--- src/rtl/load_store_unit.sv ---
// Load/store bridge between the core execute stage and a word-wide data_mem.
// Byte/half loads are lane-extracted and extended; SB/SH become read-modify-write.
module load_store_unit #(
    parameter bit MISALIGN_TRAP = 1'b1
) (
    input  logic        clk_i,
    input  logic        rst_i,
    input  logic        core_req_i,
    input  logic        core_we_i,
    input  logic [2:0]  core_size_i,
    input  logic [31:0] core_addr_i,
    input  logic [31:0] core_wd_i,
    output logic [31:0] core_rd_o,
    output logic        core_stall_o,
    output logic        misalign_o,
    output logic        mem_req_o,
    output logic        mem_we_o,
    output logic [31:0] mem_addr_o,
    output logic [31:0] mem_wd_o,
    input  logic [31:0] mem_rd_i
);

    localparam int unsigned XLEN = 32;

    typedef enum logic [1:0] {
        IDLE      = 2'd0,
        LOAD_WAIT = 2'd1,
        RMW_WAIT  = 2'd2
    } state_t;

    state_t            r_state;
    state_t            w_state_nxt;
    logic [XLEN-1:0]   r_addr;
    logic [2:0]        r_size;
    logic [15:0]       r_wd;
    logic [XLEN-1:0]   r_rd;

    logic              w_is_byte;
    logic              w_is_half;
    logic              w_misaligned;
    logic              w_trap;
    logic              w_accept;
    logic [7:0]        w_byte;
    logic [15:0]       w_half;
    logic [XLEN-1:0]   w_load;
    logic [XLEN-1:0]   w_merge;

    assign w_is_byte    = (core_size_i[1:0] == 2'b00);
    assign w_is_half    = (core_size_i[1:0] == 2'b01);
    assign w_misaligned = (w_is_half && core_addr_i[0]) ||
                          (!w_is_byte && !w_is_half && (core_addr_i[1:0] != 2'b00));
    assign w_trap       = MISALIGN_TRAP && w_misaligned;
    assign w_accept     = (r_state == IDLE) && core_req_i && !w_trap;

    // Lane select and sign/zero extension of the returned read word.
    always_comb begin
        w_byte = mem_rd_i[{r_addr[1:0], 3'b000} +: 8];
        w_half = r_addr[1] ? mem_rd_i[31:16] : mem_rd_i[15:0];
        case (r_size[1:0])
            2'b00:   w_load = r_size[2] ? {24'h000000, w_byte} : {{24{w_byte[7]}}, w_byte};
            2'b01:   w_load = r_size[2] ? {16'h0000, w_half}   : {{16{w_half[15]}}, w_half};
            default: w_load = mem_rd_i;
        endcase
    end

    // Sub-word store merge into the word read during the RMW.
    always_comb begin
        w_merge = mem_rd_i;
        if (r_size[1:0] == 2'b00) begin
            w_merge[{r_addr[1:0], 3'b000} +: 8] = r_wd[7:0];
        end else begin
            w_merge[{r_addr[1], 4'b0000} +: 16] = r_wd;
        end
    end

    always_ff @(posedge clk_i) begin
        if (!rst_i) begin
            r_state <= IDLE;
            r_addr  <= '0;
            r_size  <= '0;
            r_wd    <= '0;
            r_rd    <= '0;
        end else begin
            r_state <= w_state_nxt;
            if (w_accept) begin
                r_addr <= core_addr_i;
                r_size <= core_size_i;
                r_wd   <= core_wd_i[15:0];
            end
            if (r_state == LOAD_WAIT) begin
                r_rd <= w_load;
            end
        end
    end

    // Next state and memory/core handshake; everything is forced low while reset is held.
    always_comb begin
        w_state_nxt  = r_state;
        core_rd_o    = r_rd;
        core_stall_o = 1'b0;
        misalign_o   = 1'b0;
        mem_req_o    = 1'b0;
        mem_we_o     = 1'b0;
        mem_addr_o   = '0;
        mem_wd_o     = '0;
        case (r_state)
            IDLE: begin
                if (core_req_i) begin
                    if (w_trap) begin
                        misalign_o = 1'b1;
                    end else begin
                        mem_req_o  = 1'b1;
                        mem_addr_o = {core_addr_i[31:2], 2'b00};
                        if (!core_we_i) begin
                            core_stall_o = 1'b1;
                            w_state_nxt  = LOAD_WAIT;
                        end else if (!w_is_byte && !w_is_half) begin
                            mem_we_o = 1'b1;
                            mem_wd_o = core_wd_i;
                        end else begin
                            core_stall_o = 1'b1;
                            w_state_nxt  = RMW_WAIT;
                        end
                    end
                end
            end
            LOAD_WAIT: begin
                core_rd_o   = w_load;
                w_state_nxt = IDLE;
            end
            RMW_WAIT: begin
                mem_req_o   = 1'b1;
                mem_we_o    = 1'b1;
                mem_addr_o  = {r_addr[31:2], 2'b00};
                mem_wd_o    = w_merge;
                w_state_nxt = IDLE;
            end
            default: begin
                w_state_nxt = IDLE;
            end
        endcase
        if (!rst_i) begin
            core_rd_o    = '0;
            core_stall_o = 1'b0;
            misalign_o   = 1'b0;
            mem_req_o    = 1'b0;
            mem_we_o     = 1'b0;
            mem_addr_o   = '0;
            mem_wd_o     = '0;
        end
    end

endmodule

--- config.mk ---
export PLATFORM = sky130hd
export DESIGN_NAME = load_store_unit
export DESIGN_NICKNAME = d
export VERILOG_FILES = /design/src/rtl/load_store_unit.sv
export SDC_FILE = /design/constraint.sdc
export NUM_CORES = 1
export LEC_CHECK = 0
export BUFFER_PORTS_ARGS = -buffer_cell sky130_fd_sc_hd__buf_2
export CAP_MARGIN = 0
export CORE_MARGIN = 4
export CORE_UTILIZATION = 40
export DETAILED_ROUTE_END_ITERATION = 10
export GPL_TIMING_DRIVEN = 0
export PLACE_DENSITY = 0.71
export SYNTH_ARGS = -nofsm -noshare
export SYNTH_HDL_FRONTEND = slang
export SYNTH_SLANG_ARGS = --single-unit
--- constraint.sdc ---
create_clock -name clk_i -period 2.3 [get_ports clk_i]
set_input_delay 0.575 -clock clk_i [delete_from_list [all_inputs] [get_ports clk_i]]
set_output_delay 0.575 -clock clk_i [all_outputs]
set_load 0.02 [all_outputs]
Yosys cells after proc, flatten, opt, wreduce, memory -nomap -nowiden

Cells that the tools add are included.

Add/sub/neg operators: 2
Equality and inequality tests: 5
Shifts and indexed selects: 5
Multiplexer cells: 41
Bitwise logic cells: 1
Reductions and logical operators: 15

Operators by type and width:

| operator                | count |
|---|---|
| $mux 32                 | 13 |
| $pmux 32 s2             | 3 |
| $bwmux 32               | 2 |
| $shift 16x7->32 const A | 1 |
| $shift 8x7->32 const A  | 1 |
| $shiftx 16x7->32        | 1 |
| $shiftx 32x6->8         | 1 |
| $shiftx 8x7->32         | 1 |
| $mux 1                  | 18 |
| $mux 16                 | 1 |
| $neg 5->7               | 2 |
| $eq 2x1->1 const B      | 3 |
| $logic_not 2->1         | 3 |
| $logic_and 1x1->1       | 5 |
| $mux 2                  | 2 |
| $pmux 1 s2              | 2 |
| $logic_not 1->1         | 3 |
| $reduce_and 3->1        | 1 |
| $eq 2x2->1 const B      | 1 |
| $ne 2x2->1 const B      | 1 |
| $reduce_and 2->1        | 1 |
| $reduce_bool 2->1       | 1 |
| $logic_or 1x1->1        | 1 |
| $not 1->1               | 1 |

Register bits: 85
Input port bits: 103
Output and inout bits: 100

Depth between registers and ports, before layout

Gate-level depths: netlist of run 1.

Depth in word-level cells: 9
Depth in mapped cells: 8
Gate-level depth less buffers: 6

Worst setup path before layout of run 1

No wires, ideal clock.

Kind: reg-to-output
Start: register r_addr[1]
End: output port mem_wd_o[13]
Arrival: 2.001 ns
Setup slack: -0.276 ns
Stages on the path, launching flop included: 9
Path through: dfxtp_1 -> buf_6 -> inv_1 -> ha_1 -> nor2b_1 -> and3_1 -> clkbuf_1 -> a221oi_1 -> o21ai_1

Word-level cells in the longest chain between the ends: 6
Elaborated cells between the ends (all ways): 11
Classes of those cells: 2 x add/sub; 4 x shift; 5 x mux

Ends and longest elaborated chain:

| item                                     | line   | text |
|---|---|---|
| from (decl)                              | 33     | `logic [XLEN-1:0] r_addr;` |
| from (signal assigned)                   | 86     | `r_addr <= core_addr_i;` |
| $neg 5->7, on equally long branches      | 72, 70 |  |
| $shiftx 16x7->32 (tied with other cells) | 72     | `w_merge[{r_addr[1], 4'b0000} +: 16] = r_wd;` |
| $bwmux 32, on equally long branches      | 72, 70 |  |
| $mux 32 (*)                              | 69     | `if (r_size[1:0] == 2'b00) begin` |
| $pmux 32 s2 (*)                          | 106    | `case (r_state)` |
| $mux 32 (*)                              | 142    | `if (!rst_i) begin` |
| to (decl)                                | 19     | `output logic [31:0] mem_wd_o,` |

Mark *: on every way between the ends. The rest lies on a longest branch, timed or not.

Worst setup path after layout of run 1

Start: register r_addr[1]
End: output port mem_wd_o[20]

Same word-level chain as after synthesis.

==> reports/results.ini, run 1 <==
[hold_path]
min-delay-path-class = primary input to flop
hp-start = core_we_i
hold_path_end = r_state[0]$_SDFFE_PN0P_
hold_depth = 2

[worst_setup_path]
required_ns = 1.73
rr_worst_depth = 10
crit_arrival_ns = 2.21
rr_endpoint = r_rd[23]$_DFF_P_
crit_type = flop to output pin
start_kind = flop
timing.rr.start = r_addr[1]$_SDFFE_PN0P_
reg2reg_slack_ns = 0.25
cp-end-kind = output pin
cp_max_fo = 8
critPathLaunch = r_addr[1]$_SDFFE_PN0P_

[final_layout]
fillers = 811
multi_input_area_um2 = 3530
nNetsFinal = 967
seq_area_um2 = 1720
drive_gt1_share_pct = 52.7
final_cells = 1008
design_area_um2 = 8430
post-route-util_pct = 72.3
area_growth_pct = 73.5

[synthesis]
synthTopCellsByCount = dfxtp_1 (85), nand2_1 (83), nand3_1 (39)
yosysTopAreaCell = dfxtp_1
synth_compound_area_share_pct = 32.9
synth_top_area_share_pct = 35.0
synthXorXnorAreaFrac_pct = 0
synth_cell_type_count = 53
yosys-mux-area-fraction_pct = 5.74
synth_edf_count = 0
synth_top_family_by_area = compound AO/OA/AOI/OAI gates
synthFlopType = dfxtp_1
avgSynthCellArea_um2 = 8.48
ys_ff_latch = 85
yosys-top-cells-area = dfxtp_1 (35%), a221o_1 (6.6%), nand2_1 (6.4%)
synth_fa_ha_area_share_pct = 1.29
yosys.area_share.simple_pct = 18.8
ys_async_sr_fraction_pct = 0
ys.warnings.count = 0
synthCells = 573
seq_area_frac_synth_pct = 35.0
netlist_area_um2 = 4860
yosysMostFrequentCell = dfxtp_1

[timing]
finalHoldViolations = 0
tns_ns = -30.86
fin_crit_ns = 2.78
setup_viol = 94
max_freq_ghz = 0.360
finClkSkew_ns = 0.0117
maxSlewHeadroom_pct = 62.8
tightest_slew_ns = 0.558
finalMaxSlewViolations = 0
post-route-period-util_pct = 121
rsz0062_at_grt = yes
layout_setup_ws_ns = -0.480

[place]
dp_hpwl_mm = 15.2
io_buffers = 200
globalplace.congestion = 0.938
dpl-instance-area_um2 = 6190
placedCellCount = 917

[power]
leakagePower_nw = 3.54
pwr_density_cell_nw_per_um2 = 496
power_w = 0.00418
vdd.ir_drop.worst_mv = 0.541

[clock_network]
cts_sinks = 85
h-tree-depth = 3
cts-root-buf = clkbuf_16
hold_buffers = 0
cts_tree = built
clk_path_buf_depth = 2
cts_inserted_buffers = 9
path_clk_slew_ns = 0.07
clk_latency_ns = 0.36

[run_status]
failed_checks = negative setup slack
status = complete, but fails checks

[job]
drv_cap = 0

[die]
coreArea_um2 = 11700
die_w_um = 118
initial_core_util_pct = 41.6
dieArea_um2 = 14000
core.rowCount = 39
die_h_um = 118
io_pins = 203

[global_routing]
track_usage_pct = 30.7
antenna_found_initial = 1
grt-ovfl-total = 0
grt_pass1_wl_mm = 34.2
grt_pass1_vias = 6208
grt_max_degree = 17

[detailed_routing]
post_drt_wl_per_cell_um = 23.0
routed_wl_mm = 23.2
viasPerCell = 6.24
vias = 6292
drt_iter0_drc = 493
dr.pass1.iters = 5
ant_nets = 0
drc = 0

per-layer routing:
metal / track usage, % / up-vias / share of wire [%]
met5: 0 / - / 0.052
met4: 11.7 / 2 / 4.6
met3: 10.1 / 94 / 11
met2: 53.4 / 433 / 49
met1: 34.8 / 3016 / 36
li1: - / 2747 / -
worst max path at each step:
stage	endpoint	cells after the start
finish	mem_wd_o[20]	8
CTS	mem_wd_o[18]	8
detailed placement	mem_addr_o[29]	7
floorplan	mem_wd_o[16]	7
global placement	mem_wd_o[28]	8
global route	mem_wd_o[20]	8
metrics by stage:
step	hold WS [ns]	setup WS, ns
floorplan	0.430	0.00604
global placement	0.442	-0.492
detailed placement	0.447	-0.536
CTS	0.412	-0.442
global route	0.429	-0.557
finish	0.427	-0.480
cells by family (layout without fill, tap and decap cells):
family          count (synthesis)  count (layout)
compound gates                210             210
fa+ha+maj                       5               5
buf+inv                        61             351
flops                          85              85
mux                            25              25
other cells                     1               3
simple gates                  186             186
timing repair:
action                     4_1_cts  5_1_grt
setup buffers                   47       28
resized for setup              310       56
setup endpoints to repair       95       95
cloned                           6        0
pin swaps                       53       40
layout make-up:
type / instances / share of cell area (%)
sequential: 85 / 20.4
inverter: 5 / 0.416
buffer: 53 / 4.93
antenna: 1 / 0.0297
tap: 143 / 2.12
clock buffer: 9 / 2.67
timing repair buffer: 277 / 26.6
clock inverter: 7 / 0.950
multi-input combinational: 428 / 41.9
placed cells by master, fill, tap and decap left out, types with 9 or more instances in the layout:
| cell | netlist | layout |
|---|---|---|
| a21oi_1 | 25 | 9 |
| a21oi_4 | 0 | 9 |
| a221o_1 | 32 | 32 |
| a221oi_2 | 0 | 12 |
| a22o_1 | 32 | 32 |
| and2_1 | 9 | 9 |
| buf_2 | 18 | 123 |
| buf_4 | 3 | 62 |
| buf_6 | 5 | 108 |
| clkbuf_1 | 26 | 14 |
| clkbuf_16 | 0 | 10 |
| dfxtp_1 | 85 | 80 |
| mux2_2 | 23 | 16 |
| nand2_1 | 83 | 83 |
| nand3_1 | 39 | 37 |
| nor2_1 | 19 | 16 |
| o21ai_0 | 33 | 21 |
| o21ai_1 | 17 | 11 |
| o21ai_2 | 0 | 18 |
| o2bb2ai_1 | 29 | 29 |
worst max-delay path, cell delays in order, from the launching register on:
cell and delay (ns):
dfxtp_2 0.36, buf_6 0.13, clkinvlp_4 0.14, ha_4 0.26, nor2b_4 0.14, a32oi_4 0.28
nor2_1 0.12, a221o_1 0.27, buf_2 0.16
registers in the layout (all words and copies together), names as in the netlist:
signal   flops
r_rd        32
r_addr      32
r_state      2
r_wd        16
r_size       3
report_power, final:
| part | leakage, nW | switching (W) | internal (W) |
|---|---|---|---|
| registers | 0.695 | 0.0000614 | 0.00154 |
| clock network | 0.148 | 0.000679 | 0.000857 |
| logic | 2.70 | 0.000557 | 0.000485 |
Note: power is estimated with default switching activity, not from simulation.
==> run 2: changes to the inputs <==
--- a/config.mk
+++ b/config.mk
@@ -12,6 +12,7 @@
 export DETAILED_ROUTE_END_ITERATION = 10
 export GPL_TIMING_DRIVEN = 0
 export PLACE_DENSITY = 0.71
+export SKIP_CTS_REPAIR_TIMING = 1
 export SYNTH_ARGS = -nofsm -noshare
 export SYNTH_HDL_FRONTEND = slang
 export SYNTH_SLANG_ARGS = --single-unit
==> run 2 against run 1 <==
  * The run still ends with negative setup slack left
  * Critical endpoint is now mem_wd_o[15]
  * Combinational power shrank 15%
  * Sequential power is essentially flat
  * Clock power is essentially flat
  * Die area is the same
  * Largest power group unchanged
  * Wire length shrank 9.2%
==> reports/results.ini, run 2 (synthesized netlist as in run 1, its figures left out) <==
[detailed_routing]
drc = 0
dr.pass1.iters = 5
post_drt_wl_per_cell_um = 21.7
viasPerCell = 6.04
ant_nets = 0
vias = 5862
drt_iter0_drc = 389
routed_wl_mm = 21.0

[place]
dp_hpwl_mm = 15.2
dpl-instance-area_um2 = 6190
globalplace.congestion = 0.938
io_buffers = 200

[worst_setup_path]
cp-end-kind = output pin
crit_arrival_ns = 2.23
cpPeakStageDelay_ns = 0.36
crit_type = flop to output pin
timing.rr.start = r_addr[1]$_SDFFE_PN0P_
crit_end = mem_wd_o[15]
critPathLaunch = r_addr[1]$_SDFFE_PN0P_
path_cells = buf_6, clkinvlp_4, ha_4, nor2b_4, and3_4, buf_12, a221oi_4, o21ai_2, buf_6
rr_worst_depth = 7
required_ns = 1.73
start_kind = flop
cp_max_fo = 8
crit_top_cell = buf_6
rr_endpoint = r_rd[29]$_DFF_P_
reg2reg_slack_ns = 0.49
cp_slowest_cell = dfxtp_4

[die]
io_pins = 203
core.rowCount = 39
coreArea_um2 = 11700
initial_core_util_pct = 41.6
dieArea_um2 = 14000
die_w_um = 118
die_h_um = 118

[global_routing]
antenna_found_initial = 1
grt_max_degree = 17
track_usage_pct = 27.0
grt_pass1_wl_mm = 30.3
grt-ovfl-total = 0
grt_pass1_vias = 5538

[clock_network]
path_clk_slew_ns = 0.07
cts_inserted_buffers = 9
cts_sinks = 85
cts-root-buf = clkbuf_16
h-tree-depth = 3
clk_latency_ns = 0.36
cts_tree = built
clk_path_buf_depth = 2

[final_layout]
top_regs = r_addr: 32 flops, r_rd: 32 flops, r_wd: 16 flops
area_growth_pct = 55.4
design_area_um2 = 7550
drive_gt1_share_pct = 47.9
final_common_cell = buf_2
multi_input_area_um2 = 3270
antennaDiodeCount = 0
nNetsFinal = 931
final_cell_mix = buf_2 (156), nand2_1 (83), dfxtp_1 (81), buf_6 (67), buf_4 (43)
fillers = 952
post-route-util_pct = 64.7
seq_area_um2 = 1720

[timing]
finalMaxSlewViolations = 0
maxSlewHeadroom_pct = 61.4
tightest_slew_ns = 0.579
setup_viol = 94
layout_setup_ws_ns = -0.507
fin_worst_hold_slack_ns = 0.424
rsz0062_at_grt = yes
finClkSkew_ns = 0.00941
max_freq_ghz = 0.356
finalHoldViolations = 0
post-route-period-util_pct = 122
fin_crit_ns = 2.81

[power]
pwr_density_cell_nw_per_um2 = 531
power_w = 0.00401
leakagePower_nw = 3.25
vdd.ir_drop.worst_mv = 0.532

[run_status]
failed_checks = negative setup slack
status = complete, but fails checks

[hold_path]
min-delay-path-class = primary input to flop

[job]
drv_cap = 0

[run 2: cell count changes in the layout (fill, tap and decap cells not counted), moves of 8 or more]
cell | previous run | this run
o21ai_0 | 21 | 30
buf_6 | 108 | 67
a21oi_1 | 9 | 17
buf_2 | 123 | 156
o21ai_1 | 11 | 1
buf_4 | 62 | 43
[run 2: routing by layer]
layer | share of wire [%] | GRT usage, % | vias up | wire [um]
li1 | - | - | 2679 | -
met4 | 3.0 | 9.30 | 2 | 641
met2 | 48 | 44.9 | 321 | 10200
met3 | 9.6 | 9.65 | 53 | 2010
met5 | 0.057 | 0 | - | 12
met1 | 39 | 32.2 | 2807 | 8200
[run 2: worst min-delay path by stage]
| stage | from | to | cells past startpoint |
|---|---|---|---|
| 2_1_floorplan | r_size[2]$_SDFFE_PN0P_ | r_size[2]$_SDFFE_PN0P_ | 2 |
| 3_3_place_gp | r_addr[25]$_SDFFE_PN0P_ | r_addr[25]$_SDFFE_PN0P_ | 2 |
| 3_5_place_dp | r_addr[25]$_SDFFE_PN0P_ | r_addr[25]$_SDFFE_PN0P_ | 2 |
| 4_1_cts | core_we_i | r_state[0]$_SDFFE_PN0P_ | 2 |
| 5_1_grt | core_addr_i[12] | r_addr[12]$_SDFFE_PN0P_ | 2 |
| 6_report | core_addr_i[21] | r_addr[21]$_SDFFE_PN0P_ | 2 |
[run 2: layout make-up]
| type | instances | area share (%) |
|---|---|---|
| inverter | 5 | 0.398 |
| sequential | 85 | 22.7 |
| buffer | 55 | 5.52 |
| clock buffer | 9 | 2.98 |
| timing repair buffer | 239 | 21.6 |
| clock inverter | 7 | 1.06 |
| tap | 143 | 2.37 |
| multi-input combinational | 428 | 43.3 |
[run 2: where the power goes]
| part | leakage, nW | switching (W) | internal, W | total (W) |
|---|---|---|---|---|
| sequential | 0.695 | 0.0000569 | 0.00154 | 0.00159 |
| clock | 0.148 | 0.000672 | 0.000857 | 0.00153 |
| combinational | 2.41 | 0.000496 | 0.000387 | 0.000883 |
| total | 3.25 | 0.00122 | 0.00278 | 0.00401 |
[run 2: critical path, delay by kind of cell (launching register included)]
kind            cells  cell delay, ns
compound gates      2            0.27
fa+ha+maj           1            0.32
buf+inv             4            0.55
flops               1            0.36
simple gates        2            0.37
[run 2: stage by stage]
stage	std cells	TNS (ns)	setup WS [ns]
floorplan	574	0	0.00604
global placement	917	-32.78	-0.492
detailed placement	917	-36.31	-0.536
CTS	933	-48.92	-0.699
global route	971	-38.36	-0.572
finish	971	-32.63	-0.507
==> run 3: changes to the inputs <==
--- a/config.mk
+++ b/config.mk
@@ -9,9 +9,10 @@
 export CAP_MARGIN = 0
 export CORE_MARGIN = 4
 export CORE_UTILIZATION = 40
+export CTS_CLUSTER_DIAMETER = 200
 export DETAILED_ROUTE_END_ITERATION = 10
 export GPL_TIMING_DRIVEN = 0
-export PLACE_DENSITY = 0.71
+export PLACE_DENSITY = 0.69
 export SKIP_CTS_REPAIR_TIMING = 1
 export SYNTH_ARGS = -nofsm -noshare
 export SYNTH_HDL_FRONTEND = slang
==> constraint.sdc (replaced) <==
create_clock -name clk_i -period 2.6 [get_ports clk_i]
set_input_delay 0.65 -clock clk_i [delete_from_list [all_inputs] [get_ports clk_i]]
set_output_delay 0.65 -clock clk_i [all_outputs]
set_load 0.02 [all_outputs]
==> run 3 against run 2 <==
  * Worst setup slack better by 0.17 ns
  * Worst hold slack improved by 0.030 ns
  * Cell count is 2.1% lower
  * The flow still finishes with violations (negative setup slack)
  * Clock-buffer cell count rose by 1
  * Largest cell class unchanged
==> reports/results.ini, run 3 (synthesized netlist as in run 1, its figures left out) <==
[run_status]
status = complete, but fails checks
failed_checks = negative setup slack

[detailed_routing]
routed_wl_mm = 20.2
drt_iter0_drc = 414
ant_nets = 0
viasPerCell = 6.13
vias = 5832
post_drt_wl_per_cell_um = 21.3
dr.pass1.iters = 6
drc = 0

[final_layout]
nNetsFinal = 911
area_growth_pct = 47.1
drive_gt1_share_pct = 44.9
top_regs = r_addr: 32 flops, r_rd: 32 flops, r_wd: 16 flops
final_common_cell = buf_2
final_cell_mix = buf_2 (160), nand2_1 (83), dfxtp_1 (81), buf_4 (54), nand3_1 (39)
fillers = 1043
antennaDiodeCount = 0
final_cells = 951
design_area_um2 = 7150

[hold_path]
hold_depth = 2
min-delay-path-class = flop to flop
hold_path_end = r_addr[25]$_SDFFE_PN0P_
hp-start = r_addr[25]$_SDFFE_PN0P_

[power]
p_int_w = 0.00235
seq_power_share_pct = 41.5
p_switching_w = 0.00105
power_frac_comb_pct = 21.0
pwr-share-clk_pct = 37.5
pwr_density_cell_nw_per_um2 = 476
leakagePower_nw = 3.08
vdd.ir_drop.worst_mv = 0.478
p_sw_share_pct = 30.8

[timing]
finalHoldViolations = 0
setup_viol = 64
max_freq_ghz = 0.340
tns_ns = -14.16
layout_setup_ws_ns = -0.339
fin_worst_hold_slack_ns = 0.453
fin_crit_ns = 2.94
maxSlewHeadroom_pct = 65.1
rsz0062_at_grt = yes
finClkSkew_ns = 0.0125
finalMaxSlewViolations = 0
post-route-period-util_pct = 113
tightest_slew_ns = 0.523

[die]
io_pins = 203
dieArea_um2 = 14000
core.rowCount = 39
die_h_um = 118
initial_core_util_pct = 41.6
die_w_um = 118
coreArea_um2 = 11700

[global_routing]
antenna_found_initial = 1
track_usage_pct = 26.2
grt_pass1_vias = 5446
grt_pass1_wl_mm = 29.5
grt-ovfl-total = 0
grt_max_degree = 17

[worst_setup_path]
crit_top_cell = buf_6
path_cells = buf_6, clkinvlp_4, ha_4, nor2b_4, a32oi_4, nor2_1, a221o_1, buf_6
timing.rr.start = r_addr[1]$_SDFFE_PN0P_
cp-end-kind = output pin
crit_type = flop to output pin
cp_slowest_cell = dfxtp_4
start_kind = flop
cpPeakStageDelay_ns = 0.36
reg2reg_slack_ns = 0.74
path_delay_family = compound AO/OA/AOI/OAI gates
rr_endpoint = r_rd[30]$_DFF_P_
cp.buffers_inverters = 3
required_ns = 1.95
rr_worst_depth = 8
crit_arrival_ns = 2.29
cp_max_fo = 8

[clock_network]
clk_latency_ns = 0.36
cts_inserted_buffers = 9
cts-root-buf = clkbuf_16
path_clk_slew_ns = 0.07
h-tree-depth = 3
cts_sinks = 85
clk_path_buf_depth = 2
cts_tree = built

[place]
dp_hpwl_mm = 15.0
io_buffers = 200
placedCellCount = 917
globalplace.congestion = 0.934
dpl-instance-area_um2 = 6070

[job]
drv_cap = 0

## run 3: changes by cell type in the layout (fill, tap and decap cells not counted), moves of 4 or more
| cell | previous run | this run |
|---|---|---|
| buf_6 | 67 | 30 |
| buf_4 | 43 | 54 |
| o21ai_2 | 18 | 8 |
| o21ai_1 | 1 | 9 |
| nor2_2 | 1 | 6 |
| buf_2 | 156 | 160 |
| nor2_1 | 16 | 12 |
## run 3: worst max path at each step
stage | start | endpoint | slack, ns | cells after the start
6_report | r_addr[1]$_SDFFE_PN0P_ | mem_wd_o[22] | -0.34 | 8
5_1_grt | r_addr[1]$_SDFFE_PN0P_ | mem_wd_o[22] | -0.41 | 8
4_1_cts | r_addr[0]$_SDFFE_PN0P_ | mem_wd_o[9] | -0.77 | 8
3_5_place_dp | r_addr[0]$_SDFFE_PN0P_ | mem_wd_o[9] | -0.36 | 8
3_3_place_gp | core_addr_i[0] | mem_wd_o[20] | -0.33 | 6
2_1_floorplan | r_addr[1]$_SDFFE_PN0P_ | mem_wd_o[31] | 0.03 | 6
## run 3: power by group through the flow
stage               clock (W)  combinational [W]  sequential, W
global placement            0           0.000580        0.00143
global route          0.00135           0.000758        0.00142
CTS                   0.00130           0.000594        0.00141
detailed placement          0           0.000592        0.00143
floorplan                   0           0.000351        0.00142
finish                0.00127           0.000714        0.00141
## run 3: worst reg2reg max path, stage by stage (launching register included)
cell and delay (ns):
dfxtp_4 0.36, buf_6 0.12, buf_4 0.11, mux2i_1 0.27
o32ai_1 0.11, and4_1 0.22, buf_6 0.14, buf_6 0.13
a221o_1 0.29
## run 3: layer usage
layer  GRT usage (%)  part of all wire, %  vias up
met5               0                0.035        -
met4            9.01                  4.1        2
met3            7.59                   10       72
met2            43.8                   47      343
met1            32.2                   39     2771
li1                -                    -     2644
## run 3: final cells by class
cell class / instances / area, um2 / area share [%]
Multi-Input combinational cell: 428 / 3200 / 44.7
Sequential cell: 85 / 1710 / 24.0
Timing Repair Buffer: 220 / 1390 / 19.4
Buffer: 54 / 353 / 4.94
Clock buffer: 10 / 239 / 3.34
Tap cell: 143 / 179 / 2.50
Clock inverter: 6 / 51.3 / 0.718
Inverter: 5 / 30.0 / 0.420
## run 3: through the flow
stage / utilization [%] / power [W] / setup WS, ns
floorplan: - / 0.00177 / 0.0299
global route: 61.3 / 0.00352 / -0.405
CTS: 54.5 / 0.00330 / -0.766
global placement: 52.1 / 0.00201 / -0.334
finish: 61.3 / 0.00340 / -0.339
detailed placement: 52.1 / 0.00203 / -0.362
